## src/rtl/rv_fetch_pkg.sv

```systemverilog
// rtl/rv_fetch_pkg.sv - shared types and constants for the RV64 fetch stage
package rv_fetch_pkg;

    typedef enum logic [1:0] {
        ST_REQ  = 2'd0,
        ST_WAIT = 2'd1,
        ST_OUT  = 2'd2
    } fetch_state_e;

    localparam logic [31:0] NOP_INSTR        = 32'h0000_0013;
    localparam int          PC_INC           = 4;
    localparam logic [63:0] DEFAULT_RESET_PC = 64'h0;

endpackage

```

## src/rtl/pc_register.sv

```systemverilog
// rtl/pc_register.sv - fetch program counter with redirect load and sequential increment
module pc_register
    import rv_fetch_pkg::*;
#(
    parameter int                  PC_WIDTH = 64,
    parameter logic [PC_WIDTH-1:0] RESET_PC = PC_WIDTH'(DEFAULT_RESET_PC)
) (
    input  logic                clk,
    input  logic                rst_n,
    input  logic                load_en_i,
    input  logic [PC_WIDTH-1:0] load_val_i,
    input  logic                inc_en_i,
    output logic [PC_WIDTH-1:0] pc_o
);

    logic [PC_WIDTH-1:0] pc_q;
    logic [PC_WIDTH-1:0] pc_d;

    // A redirect always wins over the sequential step; the add wraps silently.
    always_comb begin
        pc_d = pc_q;
        if (load_en_i) begin
            pc_d = load_val_i;
        end else if (inc_en_i) begin
            pc_d = pc_q + PC_WIDTH'(PC_INC);
        end
    end

    always_ff @(posedge clk or negedge rst_n) begin
        if (!rst_n) begin
            pc_q <= RESET_PC;
        end else begin
            pc_q <= pc_d;
        end
    end

    assign pc_o = pc_q;

endmodule

```

## src/rtl/instruction_fetch_unit.sv

```systemverilog
// rtl/instruction_fetch_unit.sv - single-outstanding instruction fetch with redirect squash
module instruction_fetch_unit
    import rv_fetch_pkg::*;
#(
    parameter int                  PC_WIDTH    = 64,
    parameter int                  INSTR_WIDTH = 32,
    parameter logic [PC_WIDTH-1:0] RESET_PC    = PC_WIDTH'(DEFAULT_RESET_PC)
) (
    input  logic                   clk,
    input  logic                   rst_n,
    output logic                   imem_req_valid,
    input  logic                   imem_req_ready,
    output logic [PC_WIDTH-1:0]    imem_req_addr,
    input  logic                   imem_rsp_valid,
    input  logic [INSTR_WIDTH-1:0] imem_rsp_data,
    input  logic                   redirect_valid,
    input  logic [PC_WIDTH-1:0]    redirect_pc,
    output logic                   if_valid,
    input  logic                   if_ready,
    output logic [INSTR_WIDTH-1:0] if_instr,
    output logic [PC_WIDTH-1:0]    if_pc
);

    fetch_state_e           state_q;
    logic                   drop_q;
    logic                   req_valid_q;
    logic                   if_valid_q;
    logic [INSTR_WIDTH-1:0] if_instr_q;
    logic [PC_WIDTH-1:0]    if_pc_q;
    logic [PC_WIDTH-1:0]    fetch_pc;
    logic [PC_WIDTH-1:0]    redirect_aligned;
    logic                   pc_inc_en;

    assign redirect_aligned = {redirect_pc[PC_WIDTH-1:2], 2'b00};
    assign pc_inc_en        = (state_q == ST_OUT) && if_ready;

    pc_register #(
        .PC_WIDTH (PC_WIDTH),
        .RESET_PC (RESET_PC)
    ) u_pc (
        .clk        (clk),
        .rst_n      (rst_n),
        .load_en_i  (redirect_valid),
        .load_val_i (redirect_aligned),
        .inc_en_i   (pc_inc_en),
        .pc_o       (fetch_pc)
    );

    // req_valid_q is asserted for the cycle after entering REQ, so a reset
    // release never issues a request combinationally.
    always_ff @(posedge clk or negedge rst_n) begin
        if (!rst_n) begin
            state_q     <= ST_REQ;
            drop_q      <= 1'b0;
            req_valid_q <= 1'b0;
            if_valid_q  <= 1'b0;
            if_instr_q  <= INSTR_WIDTH'(NOP_INSTR);
            if_pc_q     <= RESET_PC;
        end else begin
            req_valid_q <= 1'b0;
            case (state_q)
                ST_REQ: begin
                    if (req_valid_q && imem_req_ready) begin
                        state_q <= ST_WAIT;
                        drop_q  <= redirect_valid;
                    end else begin
                        req_valid_q <= 1'b1;
                    end
                end
                ST_WAIT: begin
                    if (imem_rsp_valid) begin
                        if (drop_q || redirect_valid) begin
                            drop_q      <= 1'b0;
                            state_q     <= ST_REQ;
                            req_valid_q <= 1'b1;
                        end else begin
                            if_instr_q <= imem_rsp_data;
                            if_pc_q    <= fetch_pc;
                            if_valid_q <= 1'b1;
                            state_q    <= ST_OUT;
                        end
                    end else if (redirect_valid) begin
                        drop_q <= 1'b1;
                    end
                end
                ST_OUT: begin
                    if (redirect_valid || if_ready) begin
                        if_valid_q  <= 1'b0;
                        state_q     <= ST_REQ;
                        req_valid_q <= 1'b1;
                    end
                end
                default: begin
                    state_q    <= ST_REQ;
                    drop_q     <= 1'b0;
                    if_valid_q <= 1'b0;
                end
            endcase
        end
    end

    assign imem_req_valid = req_valid_q;
    assign imem_req_addr  = fetch_pc;
    assign if_valid       = if_valid_q;
    assign if_instr       = if_instr_q;
    assign if_pc          = if_pc_q;

endmodule

```

## config.mk

```make
export PLATFORM = sky130hd
export DESIGN_NAME = instruction_fetch_unit
export DESIGN_NICKNAME = d
export VERILOG_FILES = /design/src/rtl/rv_fetch_pkg.sv /design/src/rtl/pc_register.sv /design/src/rtl/instruction_fetch_unit.sv
export SDC_FILE = /design/constraint.sdc
export NUM_CORES = 1
export LEC_CHECK = 0
export ABC_AREA = 0
export BUFFER_PORTS_ARGS = -buffer_cell sky130_fd_sc_hd__buf_2
export CORE_UTILIZATION = 35
export CTS_CLUSTER_SIZE = 8
export DETAILED_ROUTE_END_ITERATION = 12
export HOLD_SLACK_MARGIN = 0.03
export SYNTH_ARGS = -nofsm -noshare
export SYNTH_HDL_FRONTEND = slang
export SYNTH_SLANG_ARGS = --single-unit
```

## constraint.sdc

```tcl
create_clock -name clk -period 2.2 [get_ports clk]
set_input_delay 0.33 -clock clk [delete_from_list [all_inputs] [get_ports clk]]
set_output_delay 0.33 -clock clk [all_outputs]
set_load 0.01 [all_outputs]
```

# Word level (Yosys, flattened, before mapping)

Index checks and enable logic that the tools add are counted.

Output and inout bits: 162
Word-level logic and storage cells: 50
Latch bits: 0
Memory bits (read-only): 0
Memory bits (writable): 0
Register bits after elaboration: 165
Input port bits: 102
Memories: 0

Order comparisons: 0
Equal/unequal tests: 8
Bitwise operators: 3
Add/sub/neg operators: 1
Muxes and demuxes: 21
Multipliers: 0
Shifts and indexed selects: 0
Reduce and logical (&&, ||, !) cells: 10
Divide/modulo/power cells: 0

Operators by type and width:

| operator              | number |
|---|---|
| $mux 64               | 2 |
| $add 64x3->64 const B | 1 |
| $mux 1                | 11 |
| $pmux 1 s3            | 3 |
| $mux 2                | 4 |
| $reduce_and 4->1      | 2 |
| $ne 2x2->1 const B    | 3 |
| $ne 3x3->1 const B    | 2 |
| $pmux 2 s3            | 1 |
| $reduce_and 3->1      | 2 |
| $not 1->1             | 3 |
| $eq 2x1->1 const B    | 1 |
| $eq 2x2->1 const B    | 1 |
| $logic_and 1x1->1     | 2 |
| $logic_not 2->1       | 1 |
| $logic_or 1x1->1      | 2 |
| $ne 2x1->1 const B    | 1 |
| $reduce_bool 2->1     | 1 |

# Depth between registers and ports, before layout

Gate-level depths: netlist of run 1.

Depth after elaboration: 4
Depth in mapped cells: 8
Mapped depth without buffers: 6

# Hierarchy

Synthesis of run 1 repeated with hierarchy kept, for this count alone.

Cell total of the unflattened synthesis: 660
Area total of the unflattened synthesis: 7649.8 um^2

Modules (own cells, without submodules):

| module                 | area each (um^2) | sequential area each (um^2) | cells each | times used |
|---|---|---|---|---|
| instruction_fetch_unit | 3881.2           | 2531.2                      | 230        | 1 |
| pc_register            | 3768.6           | 1601.5                      | 430        | 1 |

# Worst setup path after synthesis of run 1

Ideal clock, no wire load.

Path type: reg2reg
From: reg u_pc.pc_q[15], in the netlist u_pc.pc_o[15]
To: reg u_pc.pc_q[55], in the netlist u_pc.pc_o[55]
Stages on the path, launching flop included: 8
Data required time: 2.118 ns
Library setup time: 0.082 ns
Arrival: 1.950 ns
Slack: 0.168 ns
Path buffers: 2
Period minus slack after synthesis: 2.032 ns
Cells stage by stage: dfrtp_1 -> and3_1 -> buf_6 -> and4_4 -> buf_12 -> nand4_4 -> or4_1 -> a31oi_1

Word-level cells in the longest chain between the ends: 3

RTL lines:

| what                   | line              | source |
|---|---|---|
| from (decl)            | pc_register.sv:16 | `logic [PC_WIDTH-1:0] pc_q;` |
| from (signal assigned) | pc_register.sv:33 | `pc_q <= pc_d;` |
| $add 64x3->64          | pc_register.sv:25 | `pc_d = pc_q + PC_WIDTH'(PC_INC);` |
| $mux 64                | pc_register.sv:24 | `end else if (inc_en_i) begin` |
| $mux 64                | pc_register.sv:22 | `if (load_en_i) begin` |

No other way between the ends. The select of a mux whose other input is x is not followed.
A chain may end at the register's enable or synchronous reset.

# Worst setup path after layout of run 1

From: reg u_pc.pc_q[38], in the netlist u_pc.pc_o[38]
To: reg u_pc.pc_q[61], in the netlist u_pc.pc_o[61]

The elaborated chain is that of the path after synthesis.

==> results of run 1 <==
[routing by layer]
metal | GRT usage (%) | vias to the layer above | routed length (um)
li1 | - | 3101 | -
met1 | 26.04 | 3184 | 9743
met2 | 31.59 | 188 | 10160
met3 | 4.954 | 14 | 1220
met4 | 5.051 | 0 | 208
met5 | 0 | - | 0
[cells by family (layout without fill, tap and decap cells)]
| logic type | count (synthesis) | count (layout) | share of synthesized area [%] |
|---|---|---|---|
| AND/OR/NAND/NOR | 243 | 243 | 17.81 |
| flip-flops | 161 | 161 | 53.44 |
| AO/OA/AOI/OAI | 105 | 105 | 8.224 |
| multiplexers | 96 | 96 | 14.31 |
| buffers and inverters | 41 | 363 | 2.752 |
| XOR/XNOR | 28 | 28 | 3.250 |
| adder cells (fa/ha/maj) | 1 | 1 | 0.1658 |
| other | 1 | 5 | 0.04970 |
[sequential cells by signal (all words and copies together), names as in the netlist]
register and flops:
if_pc 62, u_pc.pc_o 62, if_instr 32, state_q 2
drop_q 1, if_valid 1, imem_req_valid 1
[power groups by stage]
stage	clock [W]	sequential [W]	combinational (W)
floorplan	0	0.00510	0.00128
global placement	0	0.00455	0.00333
detailed placement	0	0.00461	0.00339
CTS	0.00318	0.00455	0.00340
global route	0.00329	0.00469	0.00365
finish	0.00308	0.00454	0.00334
[cells in the final DEF (no fill, tap or decap), drive strengths merged, types with 12 or more instances in the layout]
cell and n:
or3 22, nor2 47, nand4 30, o21ai 53, nand2 55, clkbuf 17
a31oi 30, mux2 95, or4 12, nand3 30, dfrtp 158, buf 325
xor2 19
[worst max-delay path, delay by kind of cell (launching register included)]
family,cells,cell delay [ps]
simple gates,4,1220
buf+inv,1,190
compound gates,1,160
flops,1,440
[area by class of cell]
type | instances | share of cell area [%]
flip-flops and latches | 161 | 39.36
multi-input cells | 477 | 32.59
repair buffers | 326 | 18.55
clock buffers | 17 | 4.152
well taps | 275 | 3.358
clock inverters | 15 | 1.783
inverters | 5 | 0.1832
diodes | 1 | 0.02442
[repair_timing]
item	4_1_cts	5_1_grt
hold buffers	1	0
buffers inserted	0	2
endpoints found under the setup margin	0	4
hold endpoints to repair	45	0
gates resized for setup	0	3
[worst max-delay path by stage]
stage / start / end / slack (ps) / cells past startpoint
final: u_pc.pc_o[38] / u_pc.pc_o[61] / 120 / 6
after global routing: u_pc.pc_o[33] / u_pc.pc_o[61] / 0.3 / 6
after CTS: u_pc.pc_o[11] / u_pc.pc_o[56] / 50 / 5
after detailed placement: redirect_valid / u_pc.pc_o[56] / 50 / 7
after global placement: redirect_valid / u_pc.pc_o[56] / 60 / 7
after floorplan: u_pc.pc_o[15] / u_pc.pc_o[55] / 170 / 7
[metrics by stage]
step | hold slack (ps) | power, W | cells
2_1_floorplan | 34.41 | 0.006375 | 679
3_3_place_gp | 328.6 | 0.007887 | 1241
3_5_place_dp | 327.3 | 0.007997 | 1241
4_1_cts | 94.69 | 0.01113 | 1274
5_1_grt | 94.32 | 0.01163 | 1276
6_report | 114.6 | 0.01096 | 1277
==> results.toml, run 1 <==
[status]
status = "complete, no violations"

[worst_setup_path]
r2r_slack_ps = 120
reg2reg_from = "u_pc.pc_o[38]"
crit_path_start_kind = "register"
crit_type = "register to register"
max_stage_delay_ps = 510
crit_fanout = 7
crit_chain = "nand3_1 -> nor4_1 -> buf_4 -> nand4_1 -> or4_1 -> a31oi_1"
required_ps = 2540
cp-end-kind = "register"
r2r-end = "u_pc.pc_o[61]"
r2r_cells = 6
worstPathArrival_ps = 2430
cpMaxStageDelayCell = "or4_1"

[floorplan]
core_region_area_sq_um = 21090
start_util_pct = 35.78
rows = 53
die_width_um = 148.8
ios = 264
die_area_sq_um = 22150
die_h_um = 148.8

[final_layout]
fillerInstances = 2029
multiInputGateArea_sq_um = 3339
drive_gt1_share_pct = 46.95
regArea_sq_um = 4033
fin_nets = 1091
area_growth_pct = 35.78
final_area_sq_um = 10250
fin_util_pct = 48.59

[flow_run]
maxCapViolCount = 0

[yosys]
ys_seq_area_share_pct = 53.44
synth_edf_count = 0
syn_area_per_cell_sq_um = 11.16
synth_largest_area_cell = "dfrtp_1"
synth_area_sq_um = 7546
synth_top_area_share_pct = 52.40
async_reset_ff_share_pct = 100.0
yosysMostFrequentCell = "dfrtp_1"
ys.flop_type = "dfrtp_1"
synth_cell_types = 53
yosysWarningCount = 0
synth_area_leaders = "dfrtp_1 52%, mux2_2 14%, o21ai_0 3.3%"
synth_cells = 676
ys_ff_latch = 161
synth_commonest_cells = "158 x dfrtp_1, 95 x mux2_2, 55 x nand2_1"

[global_route]
grt_util_all_layers_pct = 19.54
grt_max_degree = 70
grt_pass1_wl_um = 33510
grt_overflow = 0
grt_pass1_vias = 6215
antenna_found_initial = 1

[clocking]
cts.sinks = 161
cts_root_buf = "clkbuf_16"
clk-insertion-delay-late_ps = 420
ctsHtreeMaxLevel = 4
clk_pin_slew_ps = 70
cts_made_buffers = 17
cts.path.max_buffers = 2
cts_tree = "built"

[power_and_ir_drop]
total_leakage_power_nw = 4.627
pwr-share-seq_pct = 41.4
pwr_density_cell_nw_per_um2 = 1070
peakVddDrop_mv = 0.5191
p_comb_share_pct = 30.5
intPower_w = 0.007533
clkPwrFrac_pct = 28.1
swShare_pct = 31.27
p_switching_w = 0.003428

[sta]
timing.fmax_mhz = 479.7
worst_slack_ps = 115.5
hold_violations = 0
worstMarginPinSlew_ps = 537.9
slew_viol_final = 0
fin_crit_ps = 2085
slew_headroom_pct = 64.14
rsz0062_at_grt = "no"
finalSetupViolCount = 0
finClkSkew_ps = 6.672
timing.setup.tns_ps = 0
layout_worst_path_cycle_share_pct = 94.75

[routing]
drt_wl_total_um = 21330
first_pass_iters = 4
post_drt_via_cell_ratio = 5.080
ant_nets = 0
via_count = 6487
drt_iter0_drc = 289
drc = 0
wl_per_cell_um = 16.71

[placed_design]
place_congestion = 0.7712
pre_cts_ws_ps = 49.98
portBuffers = 257
placed_area_sq_um = 9595
dpl.hpwl_um = 15960

[worst_hold_path]
min_to = "u_pc.pc_o[12]"
holdPathStages = 3
hold_class = "input port to register"
worstHoldStart = "redirect_pc[12]"
(Power assumes the default switching activity.)
==> run 2, diff against run 1 <==
--- a/config.mk
+++ b/config.mk
@@ -13,4 +13,5 @@
 export HOLD_SLACK_MARGIN = 0.03
 export SYNTH_ARGS = -nofsm -noshare
 export SYNTH_HDL_FRONTEND = slang
+export SYNTH_HIERARCHICAL = 1
 export SYNTH_SLANG_ARGS = --single-unit
==> results.toml, run 2 <==
[yosys]
synth_cells = 660
synth_area_leaders = "dfrtp_1 53%, mux2_2 12%, xor2_1 3.7%"
synth_area_sq_um = 7650
synth_commonest_cells = "162 x dfrtp_1, 82 x mux2_2, 74 x nand2_1"
synth_largest_area_cell = "dfrtp_1"
ys_ff_latch = 165
ys.flop_type = "dfrtp_1"
synth_cell_types = 49
syn_area_per_cell_sq_um = 11.59
synth_edf_count = 0
async_reset_ff_share_pct = 100.0
yosysWarningCount = 6
synth_top_area_share_pct = 52.99
yosysMostFrequentCell = "dfrtp_1"
ys_seq_area_share_pct = 54.02

[final_layout]
layout_commonest_cell = "buf_2"
fin_nets = 1104
fillerInstances = 1958
most-common-layout-cells = "259 x buf_2, 160 x dfrtp_1, 82 x mux2_2, 81 x buf_4, 74 x nand2_1"
multiInputGateArea_sq_um = 3408
area_growth_pct = 38.09
n_antenna_cell = 0
regArea_sq_um = 4135
drive_gt1_share_pct = 49.80

[routing]
ant_nets = 0
drt_iter0_drc = 271
wl_per_cell_um = 16.80
drc = 0
drt_wl_total_um = 21650
post_drt_via_cell_ratio = 4.933
via_count = 6358
first_pass_iters = 6

[sta]
timing.setup.tns_ps = 0
slew_headroom_pct = 58.88
rsz0062_at_grt = "yes"
hold_violations = 0
worst_slack_ps = 28.61
hold_ws_ps = 105.1
finalSetupViolCount = 0
worstMarginPinSlew_ps = 616.8
slew_viol_final = 0
timing.fmax_mhz = 460.5
fin_crit_ps = 2171
layout_worst_path_cycle_share_pct = 98.70
finClkSkew_ps = 9.873

[flow_run]
maxCapViolCount = 0

[worst_hold_path]
hold_class = "input port to register"

[worst_setup_path]
crit_path_start_kind = "register"
critPathTopFamily = "simple AND/OR/NAND/NOR gates"
max_stage_delay_ps = 440
crit_fanout = 3
cpMaxStageDelayCell = "or4_4"
cp-end-kind = "register"
crit_type = "register to register"
crit_chain = "nor3b_2 -> buf_4 -> nand4_1 -> or4_4 -> or3_4 -> or3_1 -> a31oi_1"
worstPathArrival_ps = 2520
required_ps = 2550
cp_num_buf_inv = 1

[global_route]
grt_overflow = 0
grt_pass1_wl_um = 33570
antenna_found_initial = 0
grt_pass1_vias = 6329
grt_max_degree = 111
grt_util_all_layers_pct = 19.48

[power_and_ir_drop]
pwr_density_cell_nw_per_um2 = 1041
peakVddDrop_mv = 0.5054
total_leakage_power_nw = 4.981

[placed_design]
pre_cts_ws_ps = -47.49
portBuffers = 261
place_congestion = 0.7722
dpl.hpwl_um = 15920

[status]
status = "complete, no violations"

[clocking]
cts_made_buffers = 17
ctsHtreeMaxLevel = 4
cts.sinks = 165
clk-insertion-delay-late_ps = 420
clk_pin_slew_ps = 70
cts.path.max_buffers = 2
cts_root_buf = "clkbuf_16"
cts_tree = "built"

[floorplan]
die_h_um = 149.8
ios = 264
core_region_area_sq_um = 21220
die_width_um = 149.8
start_util_pct = 36.05
die_area_sq_um = 22450
rows = 53
## run 2: changes by cell type after synthesis, moves of 13 or more
cell	before	now
nand2_1	55	74
mux2_2	95	82
nor2_1	47	29
or3_1	22	8
a31oi_1	30	10
xor2_1	19	32
mux2_4	0	18
## run 2: worst min-delay path: cells and delay by family
| kind | cells | cell delay (ps) |
|---|---|---|
| buffers and inverters | 1 | 70 |
| AO/OA/AOI/OAI | 1 | 50 |
| AND/OR/NAND/NOR | 1 | 40 |
## run 2: final timing paths
path / startpoint / slack (ps) / end / cells past startpoint
setup / recovery: state_q[0] / 30 / u_pc/pc_o[59] / 7
min in group asynchronous: rst_n / 460 / if_instr[13] / 2
hold reg to reg: if_pc[24] / 500 / if_pc[24] / 1
hold / removal: redirect_pc[3] / 110 / u_pc/pc_o[3] / 3
max in group asynchronous: rst_n / 1050 / if_instr[4] / 3
setup reg to reg: state_q[0] / 30 / u_pc/pc_o[59] / 7
## run 2: stage by stage
step,power (W),instances,utilization [%],cell area (sq um)
3_3_place_gp,0.008046,1255,46.73,9916
6_report,0.01100,1289,49.78,10560
2_1_floorplan,0.006505,661,-,7674
4_1_cts,0.01118,1288,49.56,10520
3_5_place_dp,0.008154,1255,46.73,9916
5_1_grt,0.01165,1289,49.78,10560
## run 2: cell type report
class / instances / area share [%]
Sequential cell: 165 / 39.14
Multi-Input combinational cell: 458 / 32.26
Timing Repair Buffer: 349 / 19.47
Clock buffer: 18 / 4.157
Tap cell: 275 / 3.257
Clock inverter: 14 / 1.350
Inverter: 10 / 0.3553
## run 2: per-layer routing
layer | part of all wire [%] | track usage [%]
met1 | 44 | 24.47
met2 | 48 | 33.15
met3 | 6.6 | 4.726
met4 | 1.1 | 5.404
met5 | 0 | 0
## run 2: cells by family after synthesis
| kind of cell | share of synthesized area, % |
|---|---|
| AOI/OAI and AO/OA | 5.741 |
| and+or+nand+nor | 16.18 |
| xor gates and xnor gates | 5.496 |
| DFF | 54.02 |
| adders and majority gates | 0.1635 |
| buffers and inverters | 2.355 |
| muxes | 16.00 |
| other | 0.04902 |
## run 2: power by group
group / leakage, nW / internal, W / switching [W] / total, W
Sequential: 1.98 / 0.00406 / 0.000544 / 0.00461
Combinational: 2.72 / 0.00183 / 0.00160 / 0.00343
Clock: 0.276 / 0.00162 / 0.00134 / 0.00296
Total: 4.98 / 0.00751 / 0.00349 / 0.0110
## run 2: repair_timing
item,in CTS,in global routing
pin swaps,0,3
setup buffers,0,1
hold buffers,1,0
gates resized for setup,2,9
hold endpoints to repair,55,0
endpoints found under the setup margin,1,10
==> run 3, diff against run 2 <==
--- a/config.mk
+++ b/config.mk
@@ -11,7 +11,7 @@
 export CTS_CLUSTER_SIZE = 8
 export DETAILED_ROUTE_END_ITERATION = 12
 export HOLD_SLACK_MARGIN = 0.03
+export RECOVER_POWER = 50
 export SYNTH_ARGS = -nofsm -noshare
 export SYNTH_HDL_FRONTEND = slang
-export SYNTH_HIERARCHICAL = 1
 export SYNTH_SLANG_ARGS = --single-unit
==> results.toml, run 3 (synthesis results as in run 1) <==
[status]
status = "complete, no violations"

[sta]
finClkSkew_ps = 6.660
rsz0062_at_grt = "no"
timing.setup.tns_ps = 0
slew_viol_final = 0
slew_headroom_pct = 5.282
hold_violations = 0
finalSetupViolCount = 0
worstMarginPinSlew_ps = 1421
fin_crit_ps = 2097
worst_slack_ps = 102.7
hold_ws_ps = 109.8
layout_worst_path_cycle_share_pct = 95.33
timing.fmax_mhz = 476.8

[final_layout]
layout_commonest_cell = "buf_2"
drive_gt1_share_pct = 39.46
area_growth_pct = 34.24
most-common-layout-cells = "182 x buf_2, 158 x dfrtp_1, 95 x mux2_2, 75 x clkbuf_1, 57 x buf_4"
fillerInstances = 2074
final_area_sq_um = 10130
fin_nets = 1091
stdcell_count = 1277

[worst_setup_path]
crit_path_start_kind = "register"
required_ps = 2550
crit_fanout = 7
reg2reg_from = "u_pc.pc_o[38]"
crit_type = "register to register"
r2r-end = "u_pc.pc_o[61]"
cp-end-kind = "register"
r2r_cells = 6
worstPathArrival_ps = 2440
r2r_slack_ps = 100

[worst_hold_path]
min_to = "u_pc.pc_o[12]"
holdPathStages = 3
worstHoldStart = "redirect_pc[12]"
hold_class = "input port to register"

[global_route]
grt_pass1_wl_um = 33510
grt_pass1_vias = 6215
grt_max_degree = 70
antenna_found_initial = 1
grt_util_all_layers_pct = 19.54
grt_overflow = 0

[placed_design]
dpl.hpwl_um = 15960
dpl.cell_count = 1241
portBuffers = 257
placed_area_sq_um = 9595
pre_cts_ws_ps = 49.98
place_congestion = 0.7712

[routing]
drt_wl_total_um = 21420
ant_nets = 0
post_drt_via_cell_ratio = 5.115
drc = 0
wl_per_cell_um = 16.77
first_pass_iters = 4
via_count = 6532
drt_iter0_drc = 280

[clocking]
ctsHtreeMaxLevel = 4
cts_tree = "built"
clk_pin_slew_ps = 70
cts.sinks = 161
cts.path.max_buffers = 2
cts_root_buf = "clkbuf_16"
clk-insertion-delay-late_ps = 420
cts_made_buffers = 17

[floorplan]
die_h_um = 148.8
ios = 264
rows = 53
die_area_sq_um = 22150
start_util_pct = 35.78
die_width_um = 148.8
core_region_area_sq_um = 21090

[flow_run]
maxCapViolCount = 0

[power_and_ir_drop]
total_leakage_power_nw = 4.396
peakVddDrop_mv = 0.5281
pwr_density_cell_nw_per_um2 = 1066
==> run 3: cell types whose count changed in the layout (fill, tap and decap cells not counted), moves of 13 or more <==
cell / change
nor2_1: +17
mux2_2: +13
xor2_1: -13
buf_2: -77
mux2_4: -18
nand2_1: -19
a31oi_1: +20
or3_1: +16
clkbuf_1: +75
buf_4: -24
==> run 3: area by class of cell <==
cell class | count | area, sq um | area share (%)
clock inverters | 15 | 182.7 | 1.803
flip-flops and latches | 161 | 4033 | 39.81
diodes | 1 | 2.502 | 0.02470
inverters | 5 | 18.77 | 0.1853
well taps | 275 | 344.1 | 3.397
multi-input cells | 477 | 3339 | 32.97
clock buffers | 17 | 425.4 | 4.200
repair buffers | 326 | 1784 | 17.61
==> run 3: worst max-delay path: stages, from the launching register on <==
cell and delay, ps:
dfrtp_1 440, nand3_1 210, nor4_1 380, buf_4 190, nand4_1 130, or4_1 510
a31oi_1 160
==> run 3: report_power, final <==
group          internal (W)  switching, W
Combinational       0.00154       0.00161
Clock               0.00180       0.00129
Sequential          0.00400      0.000568
Total               0.00733       0.00346
==> run 3: stage by stage <==
step	power, W	util [%]
after floorplan	0.006375	-
after global placement	0.007887	45.50
after detailed placement	0.007997	45.50
after CTS	0.01113	48.43
after global routing	0.01145	48.02
final	0.01079	48.04
==> run 3: timing repair <==
action,CTS,global route
buffers inserted,0,2
resized for setup,0,3
hold buffers,1,0
endpoints found under the hold margin,45,0
endpoints found under the setup margin,0,4
==> run 3: how the worst max path moves through the flow <==
stage / depth (start not counted) / slack, ps / end / start
after floorplan: 7 / 170 / u_pc.pc_o[55] / u_pc.pc_o[15]
after global placement: 7 / 60 / u_pc.pc_o[56] / redirect_valid
after detailed placement: 7 / 50 / u_pc.pc_o[56] / redirect_valid
after CTS: 5 / 50 / u_pc.pc_o[56] / u_pc.pc_o[11]
after global routing: 6 / 0.3 / u_pc.pc_o[61] / u_pc.pc_o[33]
final: 6 / 100 / u_pc.pc_o[61] / u_pc.pc_o[38]
==> run 3: routing by layer <==
metal	up-vias	global-route usage (%)	part of all wire, %	wire [um]
met2	197	31.59	47	10120
met4	0	5.051	1.1	235
met1	3218	26.04	45	9724
met5	-	0	0	0
li1	3100	-	-	-
met3	17	4.954	6.2	1333
